==> config.mk <==
export PLATFORM = sky130hd
export DESIGN_NAME = cpu_hazard_scoreboard
export DESIGN_NICKNAME = d
export VERILOG_FILES = /design/src/rtl/cpu_hazard_scoreboard.sv
export SDC_FILE = /design/constraint.sdc
export NUM_CORES = 1
export LEC_CHECK = 0
export ABC_AREA = 0
export BUFFER_PORTS_ARGS = -buffer_cell sky130_fd_sc_hd__buf_2
export CORE_MARGIN = 8
export CORE_UTILIZATION = 43
export DETAILED_ROUTE_END_ITERATION = 12
export HOLD_SLACK_MARGIN = 0.08
export SLEW_MARGIN = 20
export SYNTH_ARGS = -nofsm -noshare
export SYNTH_HDL_FRONTEND = slang
export SYNTH_SLANG_ARGS = --single-unit
==> constraint.sdc <==
create_clock -name clk -period 7.9 [get_ports clk]
set_clock_uncertainty 0.15 [all_clocks]
set_input_delay 1.185 -clock clk [delete_from_list [all_inputs] [get_ports clk]]
set_output_delay 1.185 -clock clk [all_outputs]
set_load 0.1 [all_outputs]
==> src/rtl/cpu_hazard_scoreboard.sv <==
// cpu_hazard_scoreboard
// Per-register countdown scoreboard for the ID stage. Each GPR carries the
// number of bubbles a dependent still has to wait before the producer's
// value can be forwarded. A new producer loads its latency. Every free-running
// cycle counts the pending entries down. A freeze keeps them as they are, and
// a flush clears them.
module cpu_hazard_scoreboard #(
    parameter int NUM_REGS = 32,
    parameter int NUM_READ = 2,
    parameter int MAX_LAT  = 4,
    localparam int LAT_W   = $clog2(MAX_LAT + 1),
    localparam int AW      = $clog2(NUM_REGS)
) (
    input  logic                           clk,
    input  logic                           rst,
    input  logic                           flush,
    input  logic                           hold,
    input  logic                           issue_valid,
    input  logic                           issue_we,
    input  logic [AW-1:0]                  issue_waddr,
    input  logic [LAT_W-1:0]               issue_lat,
    input  logic [NUM_READ-1:0][AW-1:0]    raddr,
    output logic                           stall_req,
    output logic [NUM_READ-1:0][LAT_W-1:0] port_wait,
    output logic [NUM_REGS-1:0]            busy
);

    localparam logic [LAT_W-1:0] LAT_MAX = LAT_W'(MAX_LAT);
    localparam logic [LAT_W-1:0] LAT_ONE = LAT_W'(1);
    localparam logic [LAT_W-1:0] LAT_ZERO = {LAT_W{1'b0}};

    logic [NUM_REGS-1:0][LAT_W-1:0] cnt_q;
    logic [NUM_REGS-1:0][LAT_W-1:0] cnt_d;
    logic [NUM_REGS-1:0]            busy_q;
    logic [NUM_REGS-1:0]            busy_d;
    logic [NUM_READ-1:0]            hazard_s;
    logic [LAT_W-1:0]               lat_clamp_s;
    logic                           accept_s;

    // Hazard lookup per read port; r0 and out-of-range addresses never wait.
    always_comb begin
        hazard_s  = {NUM_READ{1'b0}};
        port_wait = {(NUM_READ*LAT_W){1'b0}};
        for (int p = 0; p < NUM_READ; p++) begin
            if ((raddr[p] != {AW{1'b0}}) && (int'(raddr[p]) < NUM_REGS)) begin
                port_wait[p] = cnt_q[raddr[p]];
                hazard_s[p]  = (cnt_q[raddr[p]] != LAT_ZERO);
            end else begin
                port_wait[p] = LAT_ZERO;
                hazard_s[p]  = 1'b0;
            end
        end
        stall_req = |hazard_s;
    end

    // Issue acceptance and latency clamp for the incoming producer.
    always_comb begin
        accept_s = issue_valid & ~stall_req & ~hold & ~flush;
        if (issue_lat > LAT_MAX) begin
            lat_clamp_s = LAT_MAX;
        end else begin
            lat_clamp_s = issue_lat;
        end
    end

    // Next counter values: flush clears, hold freezes, else count down with
    // an accepted write taking precedence over the decrement of its register.
    always_comb begin
        cnt_d  = {(NUM_REGS*LAT_W){1'b0}};
        busy_d = {NUM_REGS{1'b0}};
        for (int r = 0; r < NUM_REGS; r++) begin
            if (r == 0) begin
                cnt_d[r] = LAT_ZERO;
            end else if (flush) begin
                cnt_d[r] = LAT_ZERO;
            end else if (hold) begin
                cnt_d[r] = cnt_q[r];
            end else if (accept_s && issue_we && (issue_waddr == AW'(r))) begin
                cnt_d[r] = lat_clamp_s;
            end else if (cnt_q[r] != LAT_ZERO) begin
                cnt_d[r] = cnt_q[r] - LAT_ONE;
            end else begin
                cnt_d[r] = LAT_ZERO;
            end
            busy_d[r] = (cnt_d[r] != LAT_ZERO);
        end
    end

    // State registers with synchronous reset.
    always_ff @(posedge clk) begin
        if (rst) begin
            cnt_q  <= {(NUM_REGS*LAT_W){1'b0}};
            busy_q <= {NUM_REGS{1'b0}};
        end else begin
            cnt_q  <= cnt_d;
            busy_q <= busy_d;
        end
    end

    assign busy = busy_q;

endmodule

Word-level counts from Yosys, hierarchy flattened

Cells that the tools add are included.

Register bits: 128
Input bits: 24
Output and inout port bits: 39
Word-level logic and storage cells: 337

$add $sub $neg: 31
Order comparisons: 3
Equal/unequal tests: 31
Mux-type cells: 133
Bitwise gates (word level): 6
Reduce and logical (&&, ||, !) cells: 99

Operators by type and width:

| operator              | count |
|---|---|
| $mux W3               | 129 |
| $reduce_bool A3 Y1    | 64 |
| $sub A3 B1 Y3 const B | 31 |
| $eq A5 B5 Y1 const B  | 16 |
| $eq A5 B4 Y1 const B  | 8 |
| $logic_and A1 B1 Y1   | 32 |
| $bmux W3 S5           | 2 |
| $eq A5 B3 Y1 const B  | 4 |
| $lt A5 B6 Y1 const B  | 2 |
| $eq A5 B2 Y1 const B  | 2 |
| $reduce_bool A5 Y1    | 2 |
| $eq A5 B1 Y1 const B  | 1 |
| $and A1 B1 Y1         | 3 |
| $gt A3 B3 Y1 const B  | 1 |
| $not A1 Y1            | 3 |
| $mux W1               | 2 |
| $reduce_or A2 Y1      | 1 |

Depth between registers and ports, before layout

Gate-level depths: netlist of the first run.

Depth after elaboration: 15
Mapped depth: 15
Mapped depth without buffers: 9

Worst setup path before layout of the first run

OpenSTA, ideal clock, no wires.

Kind: input to output
From: in raddr[1] (netlist bit)
To: out stall_req
Data arrival time: 4242 ps
Data required time: 6565 ps
Slack: 2323 ps
Cell stages on the path: 9
Buffers on the path: 3
Cells stage by stage: buf_6 -> buf_6 -> mux4_2 -> a2bb2oi_1 -> nand2_1 -> nand4_1 -> or2_1 -> buf_6 -> or2_2

Word-level cells in the longest chain between the ends: 5
Elaborated cells on any way between the ends: 6
Those cells by class: 3 x mux; 3 x reduce/logical

Ends and longest elaborated chain:

| what                          | line | RTL |
|---|---|---|
| start, declared               | 22   | `input logic [NUM_READ-1:0][AW-1:0] raddr,` |
| $bmux W3 S5                   | 47   | `hazard_s[p] = (cnt_q[raddr[p]] != LAT_ZERO);` |
| $mux W3 (not written as such) | 47   |  |
| $reduce_bool A3 Y1            | 47   |  |
| $mux W1 (*)                   | 45   | `if ((raddr[p] != {AW{1'b0}}) && (int'(raddr[p]) < NUM_REGS)) begin` |
| $reduce_or A2 Y1 (*)          | 53   | `stall_req = \|hazard_s;` |
| end, declared                 | 23   | `output logic stall_req,` |

Every way passes the cells marked *; elsewhere a longest branch is shown, timed or not. The select of a mux whose other input is x is not followed.

Final worst setup path of the first run

Ends and elaborated chain as after synthesis.

==> run metrics, run 1 <==
initial antenna violation count 4; setup TNS 0 ps; Leak 4.35 nW; Yosys reg bits 124; synth warn 0; Final Hold Vio Count 0; Final Cell Area 0.0102 mm²; crit-path cells buf_2, nor2b_1, a221oi_1, a2111oi_0, o31a_1, or2_1, or2_2, buf_2; I/O pin cnt 63; Tmin final 5520 ps; max-cap violation count 0; synth unique cells 67; Post-synth EDFFs 0; period utilisation layout 69.8%; Clock Latency Late Sink 430 ps; Num CTS Buffers 17; Die ar. 0.0262 mm²; Initial DRC Count 933; root buffer cell clkbuf_16; worst vdd rail ir drop 0.000143 V; TritonCTS clock tree done; asr flop ratio synth 0%; Critical Path RT 6570 ps; first-pass GRT wire length 47.2 mm; PwrDens 165 mW/mm²; Max Slew Vio Count 0; H-tree depth 4; CP startpoint kind primary input; Antenna Nets Post-Route 0; layout cells sized above 1 14.0%; mean post-synth cell area 8.05 µm²; Critical path destination stall_req; Worst R2R Start cnt_q[64]$_SDFF_PP0_; critical path class primary input to output port; via/cell ratio 6.10; area added between synthesis and finish 11.5%; RePlAce Congestion 0.952; R2R Setup Slk 3880 ps; core area 0.0210 mm²; commonest non-fill, non-tap cell in the layout nand2_1; drt wl/cell 20.9 µm; Max clock buf depth 2; crit end category output port; sequential cell area 0.00248 mm²; # clock sinks 124; DRC 0; r2r worst-path depth 10; GRT Overall Usage 23.0%; fill count 2121; most frequent cell on the critical path buf_2; drt first pass iters 5; status finished, final reports clean; hold_buf cts 0; PortBufs 61; Mapped Cells 1135; WP data arrival 4180 ps; clock slew at the register clock pins of the worst setup and hold paths 60 ps; number of global-route vias before repair 8096; # rows 53; worst hold path type flip-flop to flip-flop; Crit Reg-Reg Endpoint busy[9]$_SDFF_PP0_; Syn Std Cell Area 0.00914 mm²; area of the multi-input gates 0.00603 mm²; Die Span X 162 µm; Initial Util 43.6%; Worst Max-Slew Pin Slew 1000 ps; CP max-delay cell nor2b_1; post-CTS setup buffers 0; Setup-failing EPs final 0; routed via count 8812; hpwl dp 21.6 mm; Cell Area, Placed 0.00956 mm²; Routed WL 30.3 mm; Synth Net Count 1221; CTS resizes 0; CP Launch Point raddr[1]; crit-path max FO 25; GRT Residual Overflow 0; CP peak stage delay 560 ps; Top FF cell, synth dfxtp_1; achievable frequency 181 MHz; Die Height 162 µm; largest net degree at the start of global routing 86; Slew HR 32.6%; Layout Nets 1241; RSZ-0062 raised after global routing no; commonest non-fill, non-tap cells in the layout 127 x nand2_1, 124 x dfxtp_1, 86 x nor2_1; Seq/Total Area, Yosys 27.2%
how the worst min path moves through the flow:
stage / from / to / slack [ps] / depth (start not counted)
floorplan: cnt_q[19]$_SDFF_PP0_ / cnt_q[19]$_SDFF_PP0_ / 340 / 2
finish: cnt_q[9]$_SDFF_PP0_ / cnt_q[9]$_SDFF_PP0_ / 400 / 2
global route: cnt_q[9]$_SDFF_PP0_ / cnt_q[9]$_SDFF_PP0_ / 430 / 2
detailed placement: cnt_q[9]$_SDFF_PP0_ / cnt_q[9]$_SDFF_PP0_ / 380 / 2
CTS: cnt_q[9]$_SDFF_PP0_ / cnt_q[9]$_SDFF_PP0_ / 390 / 2
global placement: cnt_q[9]$_SDFF_PP0_ / cnt_q[9]$_SDFF_PP0_ / 380 / 2
worst max-delay path: cells and delay by family:
family,cells,cell delay [ps]
AOI/OAI and AO/OA,3,910
buffers and inverters,2,930
and+or+nand+nor,3,1130
kinds of logic (layout without fill, tap and decap cells):
family,after synthesis,after routing,share of synthesized area [%]
compound gates,301,301,22.7
fa+ha+maj,62,62,8.49
flops,124,124,27.2
buf+inv,153,186,7.20
simple gates,408,408,22.3
mux,86,86,12.1
other cells,1,3,0.0411
Yosys cell counts, types with 17 or more instances:
cell type,n,area [µm²]
o21ai_0,43,215
nor2_1,88,330
dfxtp_1,124,2480
nor3_1,48,240
inv_1,81,304
mux4_2,17,383
a21oi_1,64,320
mux2i_1,47,470
mux2_2,20,225
o211ai_1,31,233
nand2_1,127,477
nand2b_1,21,131
nor2b_1,17,106
ha_1,62,776
nand3_1,18,90.1
clkbuf_1,43,161
and2_1,22,138
a22oi_1,26,195
a31oi_1,19,119
stage by stage:
| stage | std cells | util [%] | total power, mW | setup slack (ps) | hold WS [ps] |
|---|---|---|---|---|---|
| 3_5_place_dp | 1411 | 45.6 | 0.850 | 2450 | 379 |
| 4_1_cts | 1443 | 48.6 | 1.69 | 2440 | 390 |
| 3_3_place_gp | 1411 | 45.6 | 0.850 | 2450 | 384 |
| 2_1_floorplan | 1135 | - | 0.799 | 2320 | 336 |
| 6_report | 1445 | 48.6 | 1.68 | 2380 | 402 |
| 5_1_grt | 1445 | 48.6 | 1.74 | 2180 | 435 |
where the power goes:
group	switching [mW]	leakage (nW)	internal (mW)
Clock	0.303	0.306	0.542
Sequential	0.00494	1.00	0.631
Combinational	0.158	3.04	0.0460
Total	0.466	4.35	1.22
per-layer routing:
metal / GRT usage (%) / routed length [µm] / vias to the layer above
li1: - / - / 4147
met1: 31.1 / 13300 / 4187
met2: 35.6 / 13400 / 416
met3: 5.14 / 2730 / 58
met4: 7.79 / 727 / 4
met5: 0 / 21 / -
sequential cells by signal, indices dropped and copies added (netlist names):
signal  count
busy       31
cnt_q      93
cell type report:
class	instances	share of cell area (%)
multi-input combinational	858	59.2
sequential	124	24.4
clock buffer	20	4.48
timing repair buffer	72	3.81
tap	275	3.38
inverter	82	3.02
clock inverter	12	1.66
antenna	2	0.0491
No activity file was read; power rests on OpenSTA's default activity.
==> inputs of run 2 (changes only) <==
==> constraint.sdc (replaced) <==
create_clock -name clk -period 4.5 [get_ports clk]
set_clock_uncertainty 0.15 [all_clocks]
set_input_delay 0.675 -clock clk [delete_from_list [all_inputs] [get_ports clk]]
set_output_delay 0.675 -clock clk [all_outputs]
set_load 0.1 [all_outputs]
==> run 2 against run 1 <==
Clock power up 63%. First-iteration DRC count is 3.0% lower. Critical path depth stayed put.
==> run metrics, run 2 (synthesis gave the netlist of run 1 again) <==
routed via count 8906 (+1.1%); hold_buf cts 0 (unchanged); Global Route met3 Usage 5.95% (+0.81 points); # diodes 0 (-2); Num CTS Buffers 17 (unchanged); final core occ 49.5% (+0.87 points); commonest non-fill, non-tap cell in the layout nand2_1; area added between synthesis and finish 13.5%; largest net degree at the start of global routing 86 (unchanged); worst vdd rail ir drop 0.000223 V (+56%); drt wl/cell 21.4 µm (+2.2%); Routed WL 31.4 mm (+3.6%); core area 0.0210 mm² (unchanged); Leak 4.46 nW (+2.6%); Reg with most FFs cnt_q; layout cells sized above 1 15.5% (+1.6 points); period utilisation layout 88.4%; GRT Residual Overflow 0 (unchanged); WP data arrival 3150 ps (-1030 ps); Crit Reg-Reg Endpoint busy[4]$_SDFF_PP0_; initial antenna violation count 2 (-2); clock slew at the register clock pins of the worst setup and hold paths 50 ps (about the same); HP Start cnt_q[9]$_SDFF_PP0_; Die Height 162 µm (unchanged); # rows 53 (unchanged); Most Crowded Layer GR met2; Hold Path End cnt_q[9]$_SDFF_PP0_; GRT met2 Usage 36.4% (+0.80 points); RSZ-0062 raised after global routing no; Worst R2R Start cnt_q[22]$_SDFF_PP0_; number of global-route vias before repair 8402 (+3.8%); Final Hold Vio Count 0 (unchanged); drt first pass iters 5 (unchanged); status finished, final reports clean; root buffer cell clkbuf_16; GRT Overall Usage 23.9% (+0.85 points); Critical Path RT 3670 ps (-2900 ps); crit end category output port; Slew HR 37.5% (+4.9 points); commonest non-fill, non-tap cells in the layout 127 x nand2_1, 124 x dfxtp_1, 84 x nor2_1; RePlAce Congestion 0.984 (+3.3%); Antenna Nets Post-Route 0 (unchanged); Final Cell Area 0.0104 mm² (+1.8%); Max clock buf depth 2 (unchanged); Tmin final 3980 ps; CTS resizes 0 (unchanged); Cell Area, Placed 0.00979 mm² (+2.4%); Max Slew Vio Count 0 (unchanged); Clock Latency Late Sink 430 ps (about the same); r2r worst-path depth 10 (unchanged); CP startpoint kind primary input; Layout Nets 1264 (+1.9%); PortBufs 61 (unchanged); R2R Setup Slk 870 ps (-3010 ps); via/cell ratio 6.08 (-0.31%); Initial Util 43.6% (unchanged); achievable frequency 251 MHz; PwrDens 277 mW/mm² (+68%); H-tree depth 4 (unchanged); met1 usage 32.3% (+1.2 points); post-CTS setup buffers 0 (unchanged); Die Span X 162 µm (unchanged); critical path class primary input to output port; worst hold path type flip-flop to flip-flop; max reg flops 93 (unchanged); # clock sinks 124 (unchanged); crit-path max FO 14 (-44%); Setup-failing EPs final 0 (unchanged); hpwl dp 22.5 mm (+3.9%); Worst Max-Slew Pin Slew 937 ps (-65.5 ps); I/O pin cnt 63 (unchanged); Die ar. 0.0262 mm² (unchanged); TritonCTS clock tree done; worst hold path depth 2 (unchanged); max-cap violation count 0 (unchanged); DRC 0 (unchanged); Initial DRC Count 905 (-3.0%); first-pass GRT wire length 48.7 mm (+3.2%)
run 2: cell count changes in the layout (fill, tap and decap cells not counted), moves of 2 or more:
cell / previous run / this run
o21ai_0: 43 / 41
buf_12: 0 / 3
bufinv_16: 4 / 2
o21ai_1: 0 / 2
nor2_1: 86 / 84
buf_4: 11 / 32
clkbuf_1: 1 / 3
diode_2: 2 / 0
nor2_4: 1 / 4
clkbuf_8: 2 / 4
run 2: cell type report:
class                      count  area (µm²)
timing repair buffer          95         601
inverter                      82         308
clock inverter                 7        87.6
fill                        2067       10600
clock buffer                  24         492
multi-input combinational    858        6050
tap                          275         344
sequential                   124        2480
run 2: power by group:
| group | total [mW] | switching (mW) | internal [mW] |
|---|---|---|---|
| logic | 0.380 | 0.286 | 0.0939 |
| clock network | 1.38 | 0.514 | 0.867 |
| registers | 1.12 | 0.00904 | 1.11 |
| total | 2.88 | 0.809 | 2.07 |
run 2: worst max-delay path by stage:
stage,startpoint,to,slack (ps)
after floorplan,raddr[1],busy[7]$_SDFF_PP0_,-260
after global placement,raddr[7],busy[7]$_SDFF_PP0_,310
after detailed placement,raddr[1],busy[11]$_SDFF_PP0_,270
after CTS,raddr[1],stall_req,600
after global routing,raddr[1],stall_req,310
final,raddr[1],stall_req,520
run 2: routing by layer:
| metal | routed length (µm) | up-vias |
|---|---|---|
| li1 | - | 4204 |
| met1 | 14200 | 4233 |
| met2 | 13800 | 404 |
| met3 | 2670 | 63 |
| met4 | 737 | 2 |
| met5 | 12 | - |
run 2: through the flow:
stage | hold WS (ps) | cells | power [mW] | setup slack [ps] | setup TNS (ps)
global route | 447 | 1465 | 2.96 | 311 | 0
CTS | 394 | 1465 | 2.89 | 598 | 0
floorplan | 336 | 1135 | 1.40 | -260 | -2780
global placement | 383 | 1434 | 1.51 | 313 | 0
finish | 403 | 1465 | 2.88 | 521 | 0
detailed placement | 389 | 1434 | 1.51 | 266 | 0
run 2: critical path, cell delays in order:
cell	delay [ps]
buf_2	330
nor2b_1	450
a221oi_1	160
a2111oi_0	550
o31a_1	220
or2_1	360
or2_2	230
buf_12	170
